## config.mk

```make
export PLATFORM = sky130hd
export DESIGN_NAME = fft_frame_reader
export DESIGN_NICKNAME = d
export VERILOG_FILES = /design/src/rtl/fft_frame_reader.sv
export SDC_FILE = /design/constraint.sdc
export NUM_CORES = 1
export LEC_CHECK = 0
export ABC_AREA = 1
export CAP_MARGIN = 20
export CORE_UTILIZATION = 35
export CTS_CLUSTER_DIAMETER = 30
export DETAILED_ROUTE_END_ITERATION = 10
export GPL_TIMING_DRIVEN = 0
export MAX_ROUTING_LAYER = met4
export PLACE_DENSITY = 0.71
export SYNTH_ARGS = -nofsm -noshare
export SYNTH_HDL_FRONTEND = slang
export SYNTH_SLANG_ARGS = --single-unit
```

## constraint.sdc

```tcl
create_clock -name clock -period 1.5 [get_ports clock]
set_input_delay 0.15 -clock clock [delete_from_list [all_inputs] [get_ports clock]]
set_output_delay 0.15 -clock clock [all_outputs]
set_load 0.02 [all_outputs]
```

## src/rtl/fft_frame_reader.sv

```systemverilog
// Ping-pong frame reader: drains a filled RAM buffer into the FFT core one sample at a time,
// while steering the write controller to the other buffer.
//
// state   | meaning
// IDLE    | waiting for ram_full from the write controller
// FETCH   | read enable on the buffer being drained
// LOAD    | capture RAM dout into fft_data
// PRESENT | fft_valid high, holding fft_data until fft_ready
module fft_frame_reader #(
  parameter int ADDR_W = 8,
  parameter int DATA_W = 16
) (
  input  logic              clock,
  input  logic              reset_n,
  input  logic              ram_full,
  output logic              sel_ram,
  output logic [ADDR_W-1:0] rd_addr,
  output logic              rd_en_ram_0,
  output logic              rd_en_ram_1,
  input  logic [DATA_W-1:0] ram_0_dout,
  input  logic [DATA_W-1:0] ram_1_dout,
  output logic [DATA_W-1:0] fft_data,
  output logic              fft_valid,
  output logic              fft_last,
  input  logic              fft_ready,
  output logic              busy,
  output logic              overrun,
  input  logic              clr_overrun
);

  typedef enum logic [1:0] {
    S_IDLE    = 2'd0,
    S_FETCH   = 2'd1,
    S_LOAD    = 2'd2,
    S_PRESENT = 2'd3
  } state_t;

  localparam logic [ADDR_W-1:0] LAST_ADDR = '1;

  state_t            state_q, state_d;
  logic              sel_ram_q, sel_ram_d;
  logic              rd_sel_q, rd_sel_d;
  logic [ADDR_W-1:0] rd_addr_q, rd_addr_d;
  logic [DATA_W-1:0] fft_data_q, fft_data_d;
  logic              overrun_q, overrun_d;
  logic              at_last;
  logic              start;
  logic              drop;

  always_ff @(posedge clock or negedge reset_n) begin
    if (!reset_n) begin
      state_q    <= S_IDLE;
      sel_ram_q  <= 1'b0;
      rd_sel_q   <= 1'b0;
      rd_addr_q  <= '0;
      fft_data_q <= '0;
      overrun_q  <= 1'b0;
    end else begin
      state_q    <= state_d;
      sel_ram_q  <= sel_ram_d;
      rd_sel_q   <= rd_sel_d;
      rd_addr_q  <= rd_addr_d;
      fft_data_q <= fft_data_d;
      overrun_q  <= overrun_d;
    end
  end

  always_comb begin
    state_d    = state_q;
    sel_ram_d  = sel_ram_q;
    rd_sel_d   = rd_sel_q;
    rd_addr_d  = rd_addr_q;
    fft_data_d = fft_data_q;
    overrun_d  = overrun_q;
    at_last    = (rd_addr_q == LAST_ADDR);
    start      = 1'b0;
    drop       = 1'b0;

    case (state_q)
      S_IDLE: begin
        start = ram_full;
      end
      S_FETCH: begin
        state_d = S_LOAD;
        drop    = ram_full;
      end
      S_LOAD: begin
        fft_data_d = rd_sel_q ? ram_1_dout : ram_0_dout;
        state_d    = S_PRESENT;
        drop       = ram_full;
      end
      S_PRESENT: begin
        // A new frame landing exactly on the final handshake chains straight into it.
        drop = ram_full && !(fft_ready && at_last);
        if (fft_ready) begin
          if (at_last) begin
            start   = ram_full;
            state_d = S_IDLE;
          end else begin
            rd_addr_d = rd_addr_q + 1'b1;
            state_d   = S_FETCH;
          end
        end
      end
      default: state_d = S_IDLE;
    endcase

    if (start) begin
      rd_sel_d  = sel_ram_q;
      sel_ram_d = ~sel_ram_q;
      rd_addr_d = '0;
      state_d   = S_FETCH;
    end

    if (clr_overrun) overrun_d = 1'b0;
    if (drop)        overrun_d = 1'b1;
  end

  assign sel_ram     = sel_ram_q;
  assign rd_addr     = rd_addr_q;
  assign rd_en_ram_0 = (state_q == S_FETCH) && !rd_sel_q;
  assign rd_en_ram_1 = (state_q == S_FETCH) && rd_sel_q;
  assign fft_data    = fft_data_q;
  assign fft_valid   = (state_q == S_PRESENT);
  assign fft_last    = fft_valid && at_last;
  assign busy        = (state_q != S_IDLE);
  assign overrun     = overrun_q;

endmodule

```

# Yosys cells after proc, flatten, opt, wreduce, memory -nomap -nowiden
# Index checks and enable logic that the tools add are counted.
dict set report classes {
  muxes 15
  add_sub_neg 1
  eq_ne 6
  n_bitwise 1
  n_reduce_logical 16
}
# operator count
set op_table {}
lappend op_table {{two-way mux 8 bit} 4}
lappend op_table {{two-way mux 16 bit} 1}
lappend op_table {{adder 8 x 1 -> 8 bit, second input constant} 1}
lappend op_table {{== test 8 bit, second input constant} 1}
lappend op_table {{nonzero test 2 bit} 4}
lappend op_table {{one-hot mux 2 bit (3 select lines)} 1}
lappend op_table {{logical AND 1 bit} 5}
lappend op_table {{two-way mux 1 bit} 5}
lappend op_table {{== test 2 bit, second input constant} 2}
lappend op_table {{two-way mux 2 bit} 2}
lappend op_table {{one-hot mux 1 bit (2 select lines)} 2}
lappend op_table {{nonzero test 4 bit} 1}
lappend op_table {{!= test 3 x 1 -> 1 bit, second input constant} 1}
lappend op_table {{AND reduction 3 bit} 1}
lappend op_table {{== test 2 x 1 -> 1 bit, second input constant} 1}
lappend op_table {{zero test 1 bit} 2}
lappend op_table {{zero test 2 bit} 1}
lappend op_table {{!= test 2 x 1 -> 1 bit, second input constant} 1}
lappend op_table {{AND reduction 2 bit} 1}
lappend op_table {{OR reduction 2 bit} 1}
lappend op_table {{NOT 1 bit} 1}
dict set report word_totals {
  wordCells 45
  out_inout_bits 31
  in_bits 37
  regBits 29
}

# Depth between registers and ports, before layout
# Gate-level depths: netlist of the first run.
dict set report logic_depth {
  word_depth 6
  depth_mapped 11
  ltp_nobuf 10
}

# Worst setup path after synthesis of the first run
# Ideal clock, no wire load.
dict set report synth_path {
  path_type {reg2reg}
  from {register rd_addr_q[0], in the netlist rd_addr[0]}
  to {register sel_ram_q, in the netlist sel_ram}
  arrival_time_ns 1.559
  required_ns 1.383
  path_slack_ns -0.175
  setup_time_ns 0.117
  path_stages_with_launch 12
  period_less_slack_ns 1.675
  n_path_buf 1
  path_cell_list {dfrtp_1 > ha_1 > nand2_2 > nor2_2 > nand2_2 > nor2_4 > nand2_2 > nand2_2 > nand2_2 > buf_6 > nand2_1 > nand2_1}
}
dict set report synth_between {
  elab_chain_cells 4
}
# element line_no
set synth_rtl {}
lappend synth_rtl {{start, declared} 43} ;# logic [ADDR_W-1:0] rd_addr_q, rd_addr_d;
lappend synth_rtl {{start signal, assigned} 62} ;# rd_addr_q <= rd_addr_d;
lappend synth_rtl {{== test 8 bit} 75} ;# at_last = (rd_addr_q == LAST_ADDR);
lappend synth_rtl {{two-way mux 1 bit} 96} ;# if (at_last) begin
lappend synth_rtl {{two-way mux 1 bit} 95} ;# if (fft_ready) begin
lappend synth_rtl {{one-hot mux 1 bit (2 select lines)} 79} ;# case (state_q)
lappend synth_rtl {{end signal, assigned} 60} ;# sel_ram_q <= sel_ram_d;
lappend synth_rtl {{end, declared} 41} ;# logic sel_ram_q, sel_ram_d;
# Every way passes these cells.
# A chain may end at the register's enable or synchronous reset.

# Worst setup path in the final report of the first run
dict set report layout_path {
  from {register rd_addr_q[0], in the netlist rd_addr[0]}
  to {output port fft_last}
}
dict set report layout_between {
  elab_chain_cells 2
}
# element line_no
set layout_rtl {}
lappend layout_rtl {{== test 8 bit} 75}
lappend layout_rtl {{logical AND 1 bit} 125} ;# assign fft_last = fft_valid && at_last;
lappend layout_rtl {{end, declared} 24} ;# output logic fft_last,
# Every way passes these cells.

==> results.py, run 1 <==
metrics = {
    "logic_synthesis": {
        "post_synth_num_cell_types": 24,
        "yosys_register_bits": 29,
        "sequential_fraction_of_the_synthesis_area": 0.472,
        "synth_nets": 244,
        "syn_area_per_cell_sq_um": 7.69,
        "synth_warnings": 0,
        "mappedNetlistArea_sq_um": 1540,
        "synthesis.instances": 200,
        "synthDominantAreaCellType": "sky130_fd_sc_hd__dfrtp_1",
        "synth_top_area_frac": 0.472,
        "synth_top_cells_by_area": "sky130_fd_sc_hd__dfrtp_1 (47%), sky130_fd_sc_hd__nand2_1 (12%), sky130_fd_sc_hd__o21ai_0 (10%)",
    },
    "routing": {
        "drt_first_iter_violations": 40,
        "firstDrtPassIters": 4,
        "vias": 1537,
        "drtAntennaViolNets": 0,
        "detail_route.wl_per_cell_um": 12.1,
        "drc": 0,
        "route.detailed.vias_per_inst": 4.60,
        "wl_um": 4040,
    },
    "worst_hold_path": {
        "worst_hold_path_type": "primary input to async pin",
    },
    "clock_network": {
        "cts_sinks": 29,
        "cts-buffers-inserted": 5,
        "holdBufCountCts": 0,
        "ctsHtreeMaxLevel": 2,
        "ctsRootBufferMaster": "sky130_fd_sc_hd__clkbuf_8",
        "cts_tree": "yes",
        "clockBufferDepth": 2,
        "clkLatencyLatePin_ns": 0.28,
        "clk_pin_slew_worst_paths_ns": 0.06,
    },
    "floorplanning": {
        "rows": 23,
        "die_h_um": 68.3,
        "count_of_pins_on_the_block_boundary": 68,
        "initial_core_util": 0.374,
        "die_area_sq_um": 4670,
        "die_w_um": 68.3,
        "core_region_area_sq_um": 4120,
    },
    "sta": {
        "timing.final.setup_violations": 0,
        "setup_repair_after_global_routing_missed_its_margin": "yes",
        "whs_ns": 0.272,
        "finalClockSkew_ns": 0.00331,
        "finalHoldViolations": 0,
        "final-max-slew-violation-count": 0,
        "slew-limit-headroom": 0.563,
        "timing_worst_slew_pin_value_ns": 0.653,
        "min_period_over_period": 0.994,
        "max_freq_mhz": 671,
        "min_period_ns": 1.49,
    },
    "layout": {
        "postLayoutCoreUtil": 0.627,
        "n_antenna_cell": 0,
        "nets": 327,
        "final_layout_size_suffix_gt1_frac": 0.204,
        "syn2layout_area_growth_pct": 67.6,
    },
    "global_routing": {
        "maximum_number_of_pins_on_one_net_before_global_route_repair": 19,
        "grt-ovfl-total": 0,
        "antenna_found_initial": 0,
        "groute.usage.overall": 0.188,
        "grt_pass1_wl_um": 6130,
        "number_of_global_route_vias_before_repair": 1314,
    },
    "setup_path": {
        "rr_endpoint": "rd_addr[2]",
        "cp-endpoint": "fft_last",
        "worstSetupPathDepth": 6,
        "cp_cell_sequence": "ha_4, nand2_4, nor2_4, nand2_4, nor2_4, buf_6",
        "critical_path_arrival_ns": 1.34,
        "timing.critical_path.fanout_max": 3,
        "critPathCaptureType": "output pin",
        "type_of_the_worst_setup_path": "flip-flop to output pin",
        "timing.critical_path.required_ns": 1.35,
        "cpMaxStageDelayCell": "sky130_fd_sc_hd__dfrtp_2",
        "slowest_cell_delay_on_critical_path_ns": 0.38,
        "timing.critical_path.buf_inv": 1,
        "startpoint": "rd_addr[0]",
        "ff2ff_path_depth": 11,
        "setup.reg_to_reg.worst_slack_ns": 0.02,
        "worst_setup_path_start_kind": "flip-flop",
        "path_delay_family": "simple AND/OR/NAND/NOR gates",
        "critical_path.reg2reg.startpoint": "rd_addr[0]",
    },
    "power": {
        "power.combinational.fraction": 0.593,
        "seq_power_share": 0.273,
        "power.density_nw_per_um2": 2040,
        "power.static_leakage_uw": 0.00124,
        "vdd_drop_max_uv": 1170,
        "design_power_total_uw": 5270,
        "clock_power_share": 0.134,
        "p_sw_uw": 2250,
        "internal_power_uw": 3020,
        "switching_share": 0.426,
    },
    "placement": {
        "dpl.hpwl_um": 2920,
        "gp_congestion": 0.815,
        "portBuffers": 67,
    },
    "job": {
        "drv.max_cap_violation_count": 0,
    },
    "status": {
        "run_status": "finished, final reports clean",
    },
}
sequential cells by signal, summed over array words and instances, names as in the netlist:
name	flops
rd_sel_q	1
rd_addr	8
fft_data	16
sel_ram	1
overrun	1
state_q	2
placed cells by master, fill, tap and decap left out, types with 2 or more instances in the layout:
cell type,netlist,routed
sky130_fd_sc_hd__clkdlybuf4s50_1,0,59
sky130_fd_sc_hd__nand2_2,5,6
sky130_fd_sc_hd__nand3_1,3,2
sky130_fd_sc_hd__clkinv_2,0,2
sky130_fd_sc_hd__a21oi_1,4,4
sky130_fd_sc_hd__inv_1,20,17
sky130_fd_sc_hd__buf_2,2,3
sky130_fd_sc_hd__nor2_1,33,32
sky130_fd_sc_hd__nand2_1,49,45
sky130_fd_sc_hd__ha_1,7,2
sky130_fd_sc_hd__dfrtp_2,0,4
sky130_fd_sc_hd__buf_6,1,3
sky130_fd_sc_hd__ha_4,0,4
sky130_fd_sc_hd__nand2_4,0,3
sky130_fd_sc_hd__nor2_4,1,3
sky130_fd_sc_hd__dfrtp_1,29,25
sky130_fd_sc_hd__o21ai_1,2,3
sky130_fd_sc_hd__o21ai_0,31,29
sky130_fd_sc_hd__dlygate4sd2_1,0,2
sky130_fd_sc_hd__dlymetal6s2s_1,0,2
sky130_fd_sc_hd__inv_2,1,3
sky130_fd_sc_hd__buf_4,0,10
sky130_fd_sc_hd__clkbuf_8,0,7
sky130_fd_sc_hd__clkbuf_2,0,2
sky130_fd_sc_hd__o21ai_2,1,2
power groups by stage:
stage               combinational [uW]  clock (uW)  sequential (uW)
global placement                  2700           0             1420
CTS                               2870         732             1420
finish                            3130         704             1440
floorplan                         1170           0             1820
global route                      3450         774             1490
detailed placement                2750           0             1430
logic make-up after synthesis:
group           synth area share
simple gates               0.254
compound gates             0.137
flops                      0.472
buf+inv                   0.0748
fa+ha+maj                 0.0569
xor+xnor                 0.00569
layout make-up:
class | count | area [sq um]
Fill cell | 373 | 1540
Tap cell | 50 | 62.6
Buffer | 6 | 38.8
Timing Repair Buffer | 76 | 756
Clock buffer | 7 | 96.3
Multi-Input combinational cell | 143 | 805
Inverter | 22 | 86.3
Sequential cell | 29 | 731
Clock inverter | 1 | 5.00
stage by stage:
step                setup slack, ns  std cells  area (sq um)  setup TNS [ns]
floorplan                   -0.0969        200          1550          -0.782
global placement             -0.393        317          2290          -12.15
detailed placement           -0.367        318          2310           -4.18
CTS                         -0.0427        329          2450          -0.248
global route                -0.0889        334          2580          -0.689
finish                      0.00892        334          2580               0
layer usage:
metal,global-route usage,routed length (um),vias to the layer above
li1,-,-,795
met1,0.232,1870,695
met2,0.289,1890,45
met3,0.0617,262,2
met4,0.0625,17,0
met5,-,0,-
Yosys cell counts (all sizes together):
master and count:
nand2 54, nor2 35, o21ai 34, dfrtp 29, inv 21, ha 7, a21oi 4, buf 3
clkbuf 3, nand3 3, a21boi 1, clkinv 1, nand3b 1, nor3 1, o22ai 1, or2 1
xor2 1
worst min-delay path by stage:
stage | from | endpoint | slack (ns) | cells past startpoint
final | reset_n | rd_addr[2] | 0.27 | 1
after global routing | reset_n | overrun | 0.31 | 1
after CTS | reset_n | rd_addr[2] | 0.29 | 1
after detailed placement | fft_data[0] | fft_data[0] | 0.48 | 2
after global placement | fft_data[3] | fft_data[3] | 0.47 | 2
after floorplan | reset_n | fft_data[0] | -0.15 | 0
what timing repair did:
item / in CTS / in global routing
setup buffers: 3 / 4
pin swaps: 0 / 5
gates cloned: 0 / 1
setup endpoints to repair: 31 / 19
gates resized for setup: 30 / 29
No activity file was read; power rests on OpenSTA's default activity.
==> inputs of run 2 (changes only) <==
- CTS_BUF_LIST: not set -> sky130_fd_sc_hd__clkbuf_16
==> run 2 against run 1 <==
Compared with the run above: the run now ends with negative setup slack left; register-to-register slack lost 0.05 ns; core utilization grew 1.0 points; critical path depth grew 5; setup slack lost 0.040 ns; wire length grew 6.9%; combinational power is essentially flat; sequential power is essentially flat; fmax shrank 2.6%; cell area grew 1.6%; critical path type is now flip-flop to flip-flop; critical endpoint is now rd_addr[3]; largest power group unchanged.
==> results.py, run 2 (synthesized netlist as in run 1, its figures left out) <==
metrics = {
    "status": {
        "run_status": "complete, but fails checks",
        "failed_checks": "negative setup slack",
    },
    "routing": {
        "detail_route.wl_per_cell_um": 12.9,
        "route.detailed.vias_per_inst": 4.64,
        "drt_first_iter_violations": 74,
        "drc": 0,
        "firstDrtPassIters": 4,
        "drtAntennaViolNets": 0,
        "wl_um": 4320,
        "vias": 1551,
    },
    "sta": {
        "finalClockSkew_ns": 0.00302,
        "tns_ns": -0.0852,
        "timing_worst_slew_pin_value_ns": 0.649,
        "slew-limit-headroom": 0.566,
        "whs_ns": 0.279,
        "setup_repair_after_global_routing_missed_its_margin": "yes",
        "min_period_over_period": 1.02,
        "timing.final.setup_violations": 7,
        "max_freq_mhz": 653,
        "final-max-slew-violation-count": 0,
        "setup_slack_ns": -0.0310,
        "finalHoldViolations": 0,
        "min_period_ns": 1.53,
    },
    "power": {
        "power.static_leakage_uw": 0.00124,
        "seq_power_share": 0.263,
        "internal_power_uw": 3180,
        "vdd_drop_max_uv": 1380,
        "switching_share": 0.423,
        "clock_power_share": 0.169,
        "p_sw_uw": 2330,
        "power.combinational.fraction": 0.569,
        "power.density_nw_per_um2": 2100,
    },
    "floorplanning": {
        "die_area_sq_um": 4670,
        "die_w_um": 68.3,
        "rows": 23,
        "core_region_area_sq_um": 4120,
        "count_of_pins_on_the_block_boundary": 68,
        "initial_core_util": 0.374,
        "die_h_um": 68.3,
    },
    "clock_network": {
        "cts_tree": "yes",
        "clk_pin_slew_worst_paths_ns": 0.05,
        "ctsRootBufferMaster": "sky130_fd_sc_hd__clkbuf_16",
        "clkLatencyLatePin_ns": 0.27,
        "cts-buffers-inserted": 5,
        "holdBufCountCts": 0,
        "clockBufferDepth": 2,
        "cts_sinks": 29,
        "ctsHtreeMaxLevel": 2,
    },
    "placement": {
        "portBuffers": 67,
        "dpl.hpwl_um": 2920,
        "gp_congestion": 0.815,
    },
    "setup_path": {
        "critPathCaptureType": "flip-flop",
        "slowest_cell_delay_on_critical_path_ns": 0.39,
        "critical_path_arrival_ns": 1.69,
        "type_of_the_worst_setup_path": "flip-flop to flip-flop",
        "timing.critical_path.fanout_max": 5,
        "cpMaxStageDelayCell": "sky130_fd_sc_hd__dfrtp_2",
        "timing.critical_path.required_ns": 1.66,
        "cp_cell_sequence": "ha_4, nand2_4, nor2_4, nand2_4, nor2_4, nand2_2, nand2_2, nand2_4, buf_6, nand2_2, nor2_1",
        "worst_setup_path_start_kind": "flip-flop",
    },
    "global_routing": {
        "groute.usage.overall": 0.193,
        "grt_pass1_wl_um": 6250,
        "number_of_global_route_vias_before_repair": 1327,
        "antenna_found_initial": 0,
        "maximum_number_of_pins_on_one_net_before_global_route_repair": 19,
        "grt-ovfl-total": 0,
    },
    "layout": {
        "layout_common_cells": "sky130_fd_sc_hd__clkdlybuf4s50_1 (59), sky130_fd_sc_hd__nand2_1 (40), sky130_fd_sc_hd__nor2_1 (32)",
        "n_antenna_cell": 0,
        "largest_register_ffs": 16,
        "final_layout_size_suffix_gt1_frac": 0.215,
        "syn2layout_area_growth_pct": 70.3,
        "layout_commonest_cell": "sky130_fd_sc_hd__clkdlybuf4s50_1",
        "nets": 327,
    },
    "job": {
        "drv.max_cap_violation_count": 0,
    },
    "worst_hold_path": {
        "worst_hold_path_type": "primary input to async pin",
    },
}
[run 2: cell count changes in the layout (fill, tap and decap cells not counted), moves of 2 or more]
cell	previous run	this run
sky130_fd_sc_hd__buf_2	3	5
sky130_fd_sc_hd__clkbuf_16	0	5
sky130_fd_sc_hd__clkbuf_8	7	0
sky130_fd_sc_hd__nand2_1	45	40
sky130_fd_sc_hd__nand2_2	6	10
sky130_fd_sc_hd__clkinv_1	0	2
[run 2: per-layer routing]
| layer | global-route usage | share of wire |
|---|---|---|
| met4 | 0.0703 | 0.016 |
| met2 | 0.289 | 0.47 |
| met3 | 0.0667 | 0.059 |
| met5 | - | 0 |
| met1 | 0.239 | 0.45 |
[run 2: final timing paths]
path	cells after the start	slack [ns]	endpoint	startpoint
setup / recovery	11	-0.03	rd_addr[3]	rd_addr[1]
hold / removal	1	0.28	rd_addr[2]	reset_n
setup reg to reg	11	-0.03	rd_addr[3]	rd_addr[1]
hold reg to reg	2	0.48	fft_data[0]	fft_data[0]
max in group asynchronous	2	0.70	state_q[0]	reset_n
min in group clock	2	0.45	overrun	clr_overrun
[run 2: metrics by stage]
| step | power, uW | setup WS, ns | util | instances | instance area (sq um) |
|---|---|---|---|---|---|
| 2_1_floorplan | 2990 | -0.0969 | - | 200 | 1550 |
| 3_3_place_gp | 4120 | -0.393 | 0.556 | 317 | 2290 |
| 3_5_place_dp | 4180 | -0.367 | 0.562 | 318 | 2310 |
| 4_1_cts | 5230 | -0.0499 | 0.607 | 331 | 2500 |
| 5_1_grt | 5910 | -0.0959 | 0.637 | 334 | 2620 |
| 6_report | 5510 | -0.0310 | 0.637 | 334 | 2620 |
[run 2: cell type report]
type / count / area [sq um]
Clock inverter: 3 / 12.5
Multi-Input combinational cell: 143 / 822
Sequential cell: 29 / 731
Timing Repair Buffer: 76 / 743
Buffer: 6 / 38.8
Clock buffer: 5 / 125
Fill cell: 367 / 1490
Inverter: 22 / 86.3
Tap cell: 50 / 62.6
[run 2: power by group through the flow]
stage                     registers (uW)  logic (uW)  clock network (uW)
after detailed placement            1430        2750                   0
final                               1450        3130                 929
after CTS                           1410        2860                 952
after global routing                1490        3420                 996
after floorplan                     1820        1170                   0
after global placement              1420        2700                   0
[run 2: timing repair]
| item | 4_1_cts | 5_1_grt |
|---|---|---|
| gates cloned | 0 | 1 |
| pin swaps | 3 | 8 |
| resized for setup | 30 | 32 |
| endpoints found under the setup margin | 31 | 27 |
| buffers inserted | 5 | 2 |
[run 2: critical path: cells and delay by family, from the launching register on]
| family | cells | cell delay [ns] |
|---|---|---|
| flops | 1 | 0.39 |
| fa+ha+maj | 1 | 0.15 |
| buf+inv | 1 | 0.14 |
| simple gates | 9 | 0.74 |
==> inputs of run 3 (changes only) <==
- CORE_MARGIN: not set -> 8
==> run 3 against run 2 <==
Compared with the run above: the run still ends with negative setup slack left; via count is 0.71% higher; sequential power hardly changed; setup slack better by 0.0010 ns; sequential share of layout area is 0.72 points higher; first-iteration DRC count is 35% lower; largest power group unchanged.
==> results.py, run 3 (synthesized netlist as in run 1, its figures left out) <==
metrics = {
    "routing": {
        "detail_route.wl_per_cell_um": 13.9,
        "drc": 0,
        "drt_first_iter_violations": 48,
        "drtAntennaViolNets": 0,
        "wl_um": 4620,
        "firstDrtPassIters": 4,
        "route.detailed.vias_per_inst": 4.69,
        "vias": 1562,
    },
    "layout": {
        "nets": 324,
        "layout_common_cells": "sky130_fd_sc_hd__clkdlybuf4s50_1 (60), sky130_fd_sc_hd__nand2_1 (44), sky130_fd_sc_hd__nor2_1 (31)",
        "syn2layout_area_growth_pct": 66.0,
        "n_antenna_cell": 0,
        "layout_commonest_cell": "sky130_fd_sc_hd__clkdlybuf4s50_1",
        "final_layout_size_suffix_gt1_frac": 0.192,
        "largest_register_ffs": 16,
    },
    "setup_path": {
        "type_of_the_worst_setup_path": "flip-flop to flip-flop",
        "critical_path_arrival_ns": 1.69,
        "critical_path.reg2reg.startpoint": "rd_addr[0]",
        "timing.critical_path.required_ns": 1.66,
        "startpoint": "rd_addr[0]",
        "worst_setup_path_start_kind": "flip-flop",
        "timing.critical_path.fanout_max": 5,
        "critPathCaptureType": "flip-flop",
    },
    "clock_network": {
        "cts_tree": "yes",
        "holdBufCountCts": 0,
        "cts_sinks": 29,
        "clockBufferDepth": 2,
        "clk_pin_slew_worst_paths_ns": 0.05,
        "clkLatencyLatePin_ns": 0.27,
        "ctsHtreeMaxLevel": 2,
        "cts-buffers-inserted": 5,
        "ctsRootBufferMaster": "sky130_fd_sc_hd__clkbuf_16",
    },
    "sta": {
        "slew-limit-headroom": 0.410,
        "setup_slack_ns": -0.0300,
        "min_period_over_period": 1.02,
        "finalHoldViolations": 0,
        "max_freq_mhz": 654,
        "tns_ns": -0.136,
        "finalClockSkew_ns": 0.00294,
        "timing_worst_slew_pin_value_ns": 0.882,
        "setup_repair_after_global_routing_missed_its_margin": "yes",
        "timing.final.setup_violations": 9,
        "min_period_ns": 1.53,
        "final-max-slew-violation-count": 0,
    },
    "job": {
        "drv.max_cap_violation_count": 0,
    },
    "placement": {
        "dpl.hpwl_um": 3400,
        "gp_congestion": 0.833,
        "portBuffers": 67,
    },
    "power": {
        "power.density_nw_per_um2": 2080,
        "design_power_total_uw": 5300,
        "power.combinational.fraction": 0.552,
        "power.static_leakage_uw": 0.00122,
        "internal_power_uw": 3070,
        "switching_share": 0.421,
        "seq_power_share": 0.274,
        "vdd_drop_max_uv": 833,
        "clock_power_share": 0.174,
        "p_sw_uw": 2230,
    },
    "floorplanning": {
        "die_w_um": 82.3,
        "rows": 24,
        "count_of_pins_on_the_block_boundary": 68,
        "die_h_um": 82.3,
        "initial_core_util": 0.358,
        "die_area_sq_um": 6770,
        "core_region_area_sq_um": 4290,
    },
    "global_routing": {
        "maximum_number_of_pins_on_one_net_before_global_route_repair": 19,
        "antenna_found_initial": 0,
        "groute.usage.overall": 0.141,
        "grt-ovfl-total": 0,
        "grt_pass1_wl_um": 7130,
        "number_of_global_route_vias_before_repair": 1528,
    },
    "worst_hold_path": {
        "worst_hold_path_type": "primary input to async pin",
    },
    "status": {
        "run_status": "complete, but fails checks",
        "failed_checks": "negative setup slack",
    },
}
==> run 3: changes by cell type in the layout (fill, tap and decap cells not counted), sizes merged <==
cell,change
buf,-5
clkbuf,+2
dlymetal6s2s,+1
dlygate4sd2,-3
clkdlybuf4s50,+1
clkdlybuf4s15,+1
==> run 3: worst paths after layout <==
kind                               end  slack, ns  cells past startpoint
max                         rd_addr[2]      -0.03                     11
min                        fft_data[9]       0.38                      1
max reg2reg                 rd_addr[2]      -0.03                     11
min reg2reg                fft_data[9]       0.49                      2
max in group asynchronous   rd_addr[1]       0.52                      2
min in group clock             overrun       0.47                      2
==> run 3: repair_timing <==
item	in CTS	in global routing
endpoints found under the setup margin	31	28
pin swaps	4	9
cloned	1	0
resized for setup	28	25
buffers inserted	1	3
==> run 3: stage by stage <==
step,cells,instance area [sq um],worst slack [ns],hold slack [ns],util
6_report,333,2550,-0.0300,0.385,0.595
3_3_place_gp,319,2290,-0.358,0.470,0.533
2_1_floorplan,200,1550,-0.0969,-0.146,-
5_1_grt,333,2550,-0.0980,0.425,0.595
4_1_cts,330,2470,-0.0694,0.403,0.575
3_5_place_dp,320,2300,-0.355,0.478,0.537
==> run 3: worst max-delay path, stage by stage (launching register included) <==
cell and delay [ns]:
sky130_fd_sc_hd__dfrtp_2 0.42, sky130_fd_sc_hd__ha_4 0.16, sky130_fd_sc_hd__nand2_4 0.06, sky130_fd_sc_hd__nor2_4 0.11
sky130_fd_sc_hd__nand2_4 0.08, sky130_fd_sc_hd__nor2_4 0.13, sky130_fd_sc_hd__nand2_2 0.08, sky130_fd_sc_hd__nand2_2 0.08
sky130_fd_sc_hd__nand2_4 0.06, sky130_fd_sc_hd__buf_6 0.14, sky130_fd_sc_hd__nand2_1 0.06, sky130_fd_sc_hd__nor2_1 0.04
==> run 3: power groups by stage <==
stage / Sequential (uW) / Combinational, uW / Clock, uW
floorplan: 1820 / 1170 / 0
finish: 1450 / 2930 / 923
detailed placement: 1450 / 2770 / 0
global placement: 1440 / 2710 / 0
CTS: 1440 / 2800 / 958
global route: 1520 / 3230 / 992
==> run 3: layer usage <==
layer | routed length (um) | track usage | part of all wire | up-vias
li1 | - | - | - | 789
met1 | 1980 | 0.165 | 0.43 | 711
met2 | 2030 | 0.218 | 0.44 | 57
met3 | 540 | 0.0519 | 0.12 | 5
met4 | 69 | 0.0526 | 0.015 | 0
met5 | 0 | - | 0 | -
==> run 3: area by class of cell <==
cell class | instances | area (sq um)
fill | 393 | 1740
multi-input combinational | 143 | 781
sequential | 29 | 731
timing repair buffer | 73 | 716
clock buffer | 5 | 125
inverter | 22 | 83.8
tap | 52 | 65.1
buffer | 6 | 41.3
clock inverter | 3 | 12.5
